`src/rtl/bcd_pkg.sv`:
```
// Shared types, constants and helpers for the sequential binary-to-BCD converter.
package bcd_pkg;

  typedef enum logic [1:0] {
    IDLE  = 2'd0,
    SHIFT = 2'd1,
    DONE  = 2'd2
  } bcd_state_t;

  localparam int BCD_DIGIT_W = 4;

  // Decimal digits needed for a width-bit unsigned value: ceil(width * log10(2)).
  // 30103/100000 approximates log10(2); width*log10(2) is never an integer for width>0.
  function automatic int bcd_digits_for(input int width);
    return (width * 30103 + 99999) / 100000;
  endfunction

endpackage

```
`src/rtl/bcd_add3.sv`:
```
// One digit of the double-dabble adjust: add 3 to any digit of 5 or more before shifting.
module bcd_add3
  import bcd_pkg::*;
(
  input  logic [BCD_DIGIT_W-1:0] i_digit,
  output logic [BCD_DIGIT_W-1:0] o_digit
);

  assign o_digit = (i_digit >= 4'd5) ? i_digit + 4'd3 : i_digit;

endmodule

```
`src/rtl/bin2bcd_seq.sv`:
```
// Sequential binary-to-BCD converter (shift-add-3, one input bit per cycle) with
// optional two's-complement input, overflow flag and leading-zero blanking.
module bin2bcd_seq
  import bcd_pkg::*;
#(
  parameter int WIDTH  = 32,
  parameter int DIGITS = 10
) (
  input  logic                          i_clk,
  input  logic                          i_rst_n,
  input  logic                          i_valid,
  output logic                          o_ready,
  input  logic [WIDTH-1:0]              i_data,
  input  logic                          i_signed,
  output logic                          o_valid,
  input  logic                          i_ready,
  output logic [BCD_DIGIT_W*DIGITS-1:0] o_bcd,
  output logic                          o_neg,
  output logic                          o_ovf,
  output logic [DIGITS-1:0]             o_blank
);

  localparam int BCD_W = BCD_DIGIT_W * DIGITS;
  localparam int CNT_W = $clog2(WIDTH + 1);
  localparam logic [CNT_W-1:0] LAST_CNT = CNT_W'(WIDTH - 1);

  bcd_state_t       r_state;
  bcd_state_t       w_next;
  logic [WIDTH-1:0] r_mag;
  logic [BCD_W-1:0] r_bcd;
  logic [BCD_W-1:0] w_adj;
  logic             r_neg;
  logic             r_ovf;
  logic [CNT_W-1:0] r_cnt;
  logic             w_accept;
  logic             w_in_neg;
  logic [WIDTH-1:0] w_in_mag;

  assign w_accept = (r_state == IDLE) && i_valid;
  assign w_in_neg = i_signed & i_data[WIDTH-1];
  // Negating the most-negative value wraps to 2^(WIDTH-1), which is the correct unsigned magnitude.
  assign w_in_mag = w_in_neg ? -i_data : i_data;

  // State register
  // NOTE: sequential state uses non-blocking assignments so every flop samples pre-edge values.
  always_ff @(posedge i_clk or negedge i_rst_n) begin
    if (!i_rst_n) r_state <= IDLE;
    else          r_state <= w_next;
  end

  // Next-state logic
  // NOTE: w_next gets a default before the case so no path leaves it unassigned (no latch).
  always_comb begin
    w_next = r_state;
    unique case (r_state)
      IDLE:    if (i_valid)             w_next = SHIFT;
      SHIFT:   if (r_cnt == LAST_CNT)   w_next = DONE;
      DONE:    if (i_ready)             w_next = IDLE;
      default:                          w_next = IDLE;
    endcase
  end

  // Output decode
  always_comb begin
    o_ready = 1'b0;
    o_valid = 1'b0;
    unique case (r_state)
      IDLE:    o_ready = 1'b1;
      DONE:    o_valid = 1'b1;
      default: ;
    endcase
  end

  // Parallel add-3 on every digit, applied before each shift.
  for (genvar k = 0; k < DIGITS; k++) begin : gen_digit
    bcd_add3 u_add3 (
      .i_digit (r_bcd[BCD_DIGIT_W*k +: BCD_DIGIT_W]),
      .o_digit (w_adj[BCD_DIGIT_W*k +: BCD_DIGIT_W])
    );
  end

  always_ff @(posedge i_clk or negedge i_rst_n) begin
    if (!i_rst_n) begin
      r_mag <= '0;
      r_bcd <= '0;
      r_neg <= 1'b0;
      r_ovf <= 1'b0;
      r_cnt <= '0;
    end else if (w_accept) begin
      r_mag <= w_in_mag;
      r_bcd <= '0;
      r_neg <= w_in_neg;
      r_ovf <= 1'b0;
      r_cnt <= '0;
    end else if (r_state == SHIFT) begin
      r_bcd <= {w_adj[BCD_W-2:0], r_mag[WIDTH-1]};
      r_mag <= {r_mag[WIDTH-2:0], 1'b0};
      // Sticky: any bit pushed out of the top digit means the value needs more digits.
      r_ovf <= r_ovf | w_adj[BCD_W-1];
      r_cnt <= r_cnt + CNT_W'(1);
    end
  end

  assign o_bcd = r_bcd;
  assign o_ovf = r_ovf;
  // A negative input always has a nonzero magnitude, so the sign flag alone is the result sign.
  assign o_neg = r_neg;

  // Digit k is blank when it and every digit above it are zero; digit 0 always shows.
  assign o_blank[0] = 1'b0;
  for (genvar k = 1; k < DIGITS; k++) begin : gen_blank
    assign o_blank[k] = ~|r_bcd[BCD_W-1:BCD_DIGIT_W*k];
  end

endmodule
```
`config.mk`:
```
export PLATFORM = sky130hd
export DESIGN_NAME = bin2bcd_seq
export DESIGN_NICKNAME = d
export VERILOG_FILES = /design/src/rtl/bcd_pkg.sv /design/src/rtl/bcd_add3.sv /design/src/rtl/bin2bcd_seq.sv
export SDC_FILE = /design/constraint.sdc
export NUM_CORES = 1
export LEC_CHECK = 0
export ABC_AREA = 1
export BUFFER_PORTS_ARGS = -buffer_cell sky130_fd_sc_hd__buf_4
export CORE_MARGIN = 3
export CORE_UTILIZATION = 40
export DETAILED_ROUTE_END_ITERATION = 12
export MAX_ROUTING_LAYER = met4
export SKIP_CTS_REPAIR_TIMING = 1
export SKIP_LAST_GASP = 1
export SYNTH_ARGS = -nofsm -noshare
export SYNTH_HDL_FRONTEND = slang
export SYNTH_SLANG_ARGS = --single-unit
export TNS_END_PERCENT = 5
```
`constraint.sdc`:
```
create_clock -name i_clk -period 1.6 [get_ports i_clk]
set_input_delay 0.16 -clock i_clk [delete_from_list [all_inputs] [get_ports i_clk]]
set_output_delay 0.16 -clock i_clk [all_outputs]
set_load 0.01 [all_outputs]
```
# --- Word-level counts from Yosys, hierarchy flattened ---
# Index checks and enable logic that the tools add are counted.
word_totals:
  regBits: 82
  inputBits: 37
  out_inout_bits: 54
  word_cells: 83
op_classes:
  addsub: 12
  n_lt_le_gt_ge: 10
  eq_ne: 6
  n_mux: 25
  n_bitwise: 2
  reduce_logical: 22
op_table:
  columns: ["operator", "count"]
  rows:
  - ["two-way mux 32 bit", 3]
  - ["two-way mux 40 bit", 2]
  - ["adder 4 x 2 -> 4 bit (second input constant)", 10]
  - ["greater-or-equal comparator 4 x 3 -> 1 bit (second input constant)", 10]
  - ["two-way mux 4 bit", 10]
  - ["OR reduction 36 bit", 1]
  - ["negator 32 bit", 1]
  - ["OR reduction 32 bit", 1]
  - ["OR reduction 28 bit", 1]
  - ["OR reduction 24 bit", 1]
  - ["OR reduction 20 bit", 1]
  - ["OR reduction 16 bit", 1]
  - ["two-way mux 6 bit", 2]
  - ["OR reduction 12 bit", 1]
  - ["zero test 1 bit", 9]
  - ["OR reduction 8 bit", 1]
  - ["adder 6 x 1 -> 6 bit (second input constant)", 1]
  - ["equality test 6 x 5 -> 1 bit (second input constant)", 1]
  - ["two-way mux 2 bit", 3]
  - ["!= test 2 bit (second input constant)", 3]
  - ["one-hot mux 2 bit (3 select lines)", 1]
  - ["two-way mux 1 bit", 4]
  - ["OR reduction 4 bit", 1]
  - ["AND reduction 3 bit", 1]
  - ["7 further kinds", 7]

# --- Depth between registers and ports, before layout ---
depth:
  word_depth: 5
  depth_mapped: 12

# --- Cells and area by module ---
# A second synthesis with hierarchy kept.
unflattened:
  hier_cells: 851
  area_unflattened_um2: 5962.0
by_module_without_submodules:
  columns: ["mod", "instances", "cells_each", "area_each_um2", "seq_area_each_um2"]
  rows:
  - ["bin2bcd_seq", 1, 621, 4610.7, 2052.0]
  - ["bcd_add3", 10, 23, 135.1, 0.0]

# --- Least setup slack after synthesis ---
# OpenSTA, ideal clock, no wires.
synth_path:
  path_kind: "register to output"
  from: "register r_bcd[36] (netlist: o_bcd[36])"
  to: "output o_blank[1]"
  t_arrival_ns: 1.636
  required_ns: 1.440
  path_slack_ns: -0.196
  stages_incl_launch_ff: 11
  n_path_buf: 0
  path_cell_list: "dfrtp_1 > inv_1 > ha_1 > nand3_1 > nor2_2 > nand2_1 > inv_2 > nand4_2 > nor2_2 > nand2_2 > nor3_2"
synth_between:
  elab_chain_len: 2
synth_lines:
  columns: ["item", "line_no", "source"]
  rows:
  - ["start: declaration", "bin2bcd_seq.sv:30", "logic [BCD_W-1:0] r_bcd;"]
  - ["start signal: assignment", "bin2bcd_seq.sv:96", "r_bcd <= {w_adj[BCD_W-2:0], r_mag[WIDTH-1]};"]
  - ["OR reduction 36 bit", "bin2bcd_seq.sv:112", "assign o_blank[k] = ~|r_bcd[BCD_W-1:BCD_DIGIT_W*k];"]
  - ["zero test 1 bit", "bin2bcd_seq.sv:112", null]
  - ["end: declaration", "bin2bcd_seq.sv:20", "output logic [DIGITS-1:0] o_blank"]
# Every way passes these cells.

# --- Worst setup path after layout ---
layout_path:
  from: "register r_bcd[32] (netlist: o_bcd[32])"
  to: "output o_blank[1]"
# The elaborated chain is that of the path after synthesis.

==> results.md <==
| Stage | Item | Value |
|---|---|---|
| critical path | CP Data Required Time | 1.44 ns |
| logic synthesis | Instance count of the mapped netlist | 710 |
| power and ir drop | Sw Pwr | 3980 uW |
| die | Placeable core region | 12900 sq um |
| logic synthesis | Post-synthesis share of cell area spent on xor and xnor gates | 0.0227 |
| place | Port Buffers | 89 |
| critical path | Highest fanout seen on the critical path | 3 |
| power and ir drop | Total power divided by cell area | 1440 nW/um^2 |
| drt | Vias | 5134 |
| clocking | TritonCTS clock tree | done |
| power and ir drop | Power share of the sequential group | 0.308 |
| sta | Maximum clock frequency | 488 MHz |
| global routing | Maximum number of pins on one net before global-route repair | 62 |
| place | Placer Congestion | 0.914 |
| power and ir drop | Worst-case vdd ir drop | 0.718 mV |
| die | Die Area | 14900 sq um |
| global routing | Overflow left after global routing | 0 |
| outcome | Result of the run | complete, but fails checks |
| critical path | Crit-path max cell delay | 0.39 ns |
| logic synthesis | Flop and latch count out of synthesis | 82 |
| logic synthesis | Number of distinct standard cells referenced by the synthesized netlist | 39 |
| sta | Final setup violation count | 10 |
| finish | Most frequent standard cell in the layout excluding fill and tap cells | sky130_fd_sc_hd__buf_4 |
| global routing | Wire length of the first global-routing pass | 23100 um |
| hold path | Hold WC Path Type | in2reg |
| critical path | Cell family contributing the most delay on the critical path | simple AND/OR/NAND/NOR gates |
| logic synthesis | Combinational family with the most area after synthesis | simple AND/OR/NAND/NOR gates |
| logic synthesis | Post-synthesis simple-gate area fraction | 0.228 |
| clocking | Insertion delay to the later sink of the worst-skew pair | 0.33 ns |
| sta | Final critical-path share of the clock period | 1.28 |
| drt | Average wire per standard cell | 13.6 um |
| drt | Count of TritonRoute iterations in the first routing pass | 4 |
| logic synthesis | Yosys warning count | 0 |
| clocking | Maximum clock path buffer count | 2 |
| die | Die Ht | 122 um |
| drt | Number of DRC markers after the initial detailed-route iteration | 296 |
| drt | Number of nets with antenna violations after detailed routing | 0 |
| clocking | Maximum level of the CTS H-tree | 3 |
| clocking | Root Buffer Master | sky130_fd_sc_hd__clkbuf_16 |
| die | Number of placement rows | 41 |
| die | Starting utilization of the core area | 0.418 |
| critical path | Sequence of cells on the critical path | inv_2, ha_4, nand2_2, nor2_4, nand2_2, inv_2, nand4_4, nor2_4, nand2_4, nor3_4, buf_6 |
| sta | Final hold violations | 0 |
| place | Half-perimeter wire length after detailed placement | 10500 um |
| power and ir drop | LEAKAGE | 0.00350 uW |
| logic synthesis | Post-synthesis compound-gate area fraction | 0.199 |
| critical path | Startpoint kind of the worst setup timing path | flop |
| finish | ANT cells | 0 |
| finish | Final Core Density | 0.536 |
| logic synthesis | Adder and majority cell fraction of the synthesized area | 0.0718 |
| drt | Detail-routed via count per cell | 5.07 |
| finish | Fin nets | 903 |
| logic synthesis | Multiplexer share of the synthesized area | 0 |
| sta | Final worst clock skew | 0.00485 ns |
| power and ir drop | Internal Dissipation | 6030 uW |
| outcome | Violated checks | setup timing |
| global routing | Via count of the first global-routing pass | 4945 |
| drt | Total wire length after detailed routing | 13700 um |
| critical path | Combined buffer and inverter count along the critical path | 3 |
| sta | Sum of negative setup slack | -1.72 ns |
| logic synthesis | Portion of the post-synthesis area used by sequential elements | 0.380 |
| critical path | Endpoint type of the worst setup path | output pin |
| finish | Area added between synthesis and finish | 28.4% |
| critical path | Worst setup path category | reg2out |
| sta | Unrepaired setup endpoints after global routing | yes |
| sta | Worst-case setup margin in the final layout | -0.451 ns |
| power and ir drop | Switching power as a share of total power | 0.398 |
| sta | Hold Worst Slack | 0.00431 ns |
| finish | Share of cells above drive strength 1 | 0.235 |
| logic synthesis | Netlist Area Pre-Place | 5400 sq um |
| flow run | Maximum capacitance violations | 0 |
| sta | Shortest clock period the worst path allows after layout | 2.05 ns |
| critical path | Crit path max-delay cell type | sky130_fd_sc_hd__dfrtp_1 |
| power and ir drop | Clock network fraction of design power | 0.207 |
| critical path | Data arrival at the endpoint of the critical path | 1.89 ns |
| global routing | Overall track demand over capacity in global routing | 0.195 |
| power and ir drop | Proportion of power drawn by combinational gates | 0.485 |
| global routing | Number of antenna violations at the first check in global routing | 0 |
| die | Floorplan die width | 122 um |
| sta | Final count of pins violating max slew | 0 |
| place | Pre-CTS setup slack | -0.130 ns |
| finish | Most used cells in the layout excluding fill and tap cells | sky130_fd_sc_hd__buf_4, sky130_fd_sc_hd__nand2_1, sky130_fd_sc_hd__inv_1, sky130_fd_sc_hd__dfrtp_1, sky130_fd_sc_hd__nor2_1 |
| logic synthesis | Net Count, Synth | 778 |
| clocking | CTS clk-pin slew, worst paths | 0.06 ns |
| clocking | Cts bufs inserted | 9 |
| die | I/O pin count | 91 |
| clocking | Clock net sink count | 82 |
| finish | Final Non-Filler Cells | 1012 |
| place | Dpl cells | 992 |
| drt | Residual DRC count | 0 |
| logic synthesis | Average cell area after synthesis | 7.61 sq um |
-- sequential cells by signal, indices dropped and copies added, names as in the netlist --
register / count
o_bcd: 40
r_cnt: 6
r_state: 2
o_ovf: 1
r_mag: 32
o_neg: 1
-- path summary, 6_finish.rpt --
path                           start          to  slack (ns)  cells after the start
setup / recovery           o_bcd[32]  o_blank[1]       -0.45                     11
hold / removal               i_ready  r_state[1]       0.004                      2
setup reg to reg           o_bcd[32]   o_bcd[34]       -0.05                      9
hold reg to reg                o_neg       o_neg        0.49                      2
max in group asynchronous    i_rst_n    r_cnt[3]        0.73                      3
min in group asynchronous    i_rst_n   o_bcd[30]        0.25                      2
-- power groups by stage --
stage	clock [uW]	combinational [uW]	sequential [uW]
after floorplan	0	2960	3090
after global placement	0	4630	3100
after CTS	2130	4690	3080
after detailed placement	0	4690	3100
after global routing	2220	5440	3160
final	2070	4850	3080
-- final cells by class --
cell class                      count  area [sq um]
Sequential cell                    82          2050
Fill cell                        1239          5990
Clock buffer                        9           225
Clock inverter                      7          78.8
Multi-Input combinational cell    500          2900
Timing Repair Buffer              139          1070
Inverter                          103           387
Tap cell                          172           215
-- layer usage --
layer | wire (um) | track usage | share of wire
met1 | 6680 | 0.268 | 0.49
met2 | 6280 | 0.304 | 0.46
met3 | 627 | 0.0274 | 0.046
met4 | 142 | 0.0483 | 0.010
met5 | 0 | - | 0
-- cell usage after synthesis (all sizes together) --
| cell type | instances | share of area |
|---|---|---|
| nor2 | 74 | 0.059 |
| and2 | 2 | 0.0023 |
| o32ai | 14 | 0.023 |
| nand3 | 49 | 0.048 |
| ha | 31 | 0.072 |
| a2bb2oi | 1 | 0.0016 |
| o22ai | 13 | 0.015 |
| xnor2 | 1 | 0.0016 |
| a21oi | 23 | 0.021 |
| o31ai | 7 | 0.0097 |
| inv | 103 | 0.072 |
| nor3 | 7 | 0.0083 |
| a21boi | 1 | 0.0014 |
| clkbuf | 7 | 0.0049 |
| nand3b | 1 | 0.0014 |
| a32o | 4 | 0.0074 |
| a22oi | 29 | 0.040 |
| o21ai | 81 | 0.076 |
| xor2 | 13 | 0.021 |
| o2bb2ai | 1 | 0.0016 |
| nand2 | 140 | 0.10 |
| dfrtp | 82 | 0.38 |
| nand4 | 6 | 0.0081 |
| a22o | 1 | 0.0016 |
| buf | 18 | 0.022 |
| conb | 1 | 0.00069 |
-- per-stage QoR --
step	cell area, sq um	power, uW
2_1_floorplan	5420	6050
3_3_place_gp	6530	7720
3_5_place_dp	6530	7790
4_1_cts	6830	9900
5_1_grt	6930	10800
6_report	6930	10000
-- logic make-up (layout without fill, tap and decap cells) --
family,after synthesis,after routing
flops,82,82
fa+ha+maj,31,31
buf+inv,128,258
xor+xnor,14,14
other cells,1,1
simple gates,279,279
compound gates,175,175
Note: power is estimated with default switching activity, not from simulation.
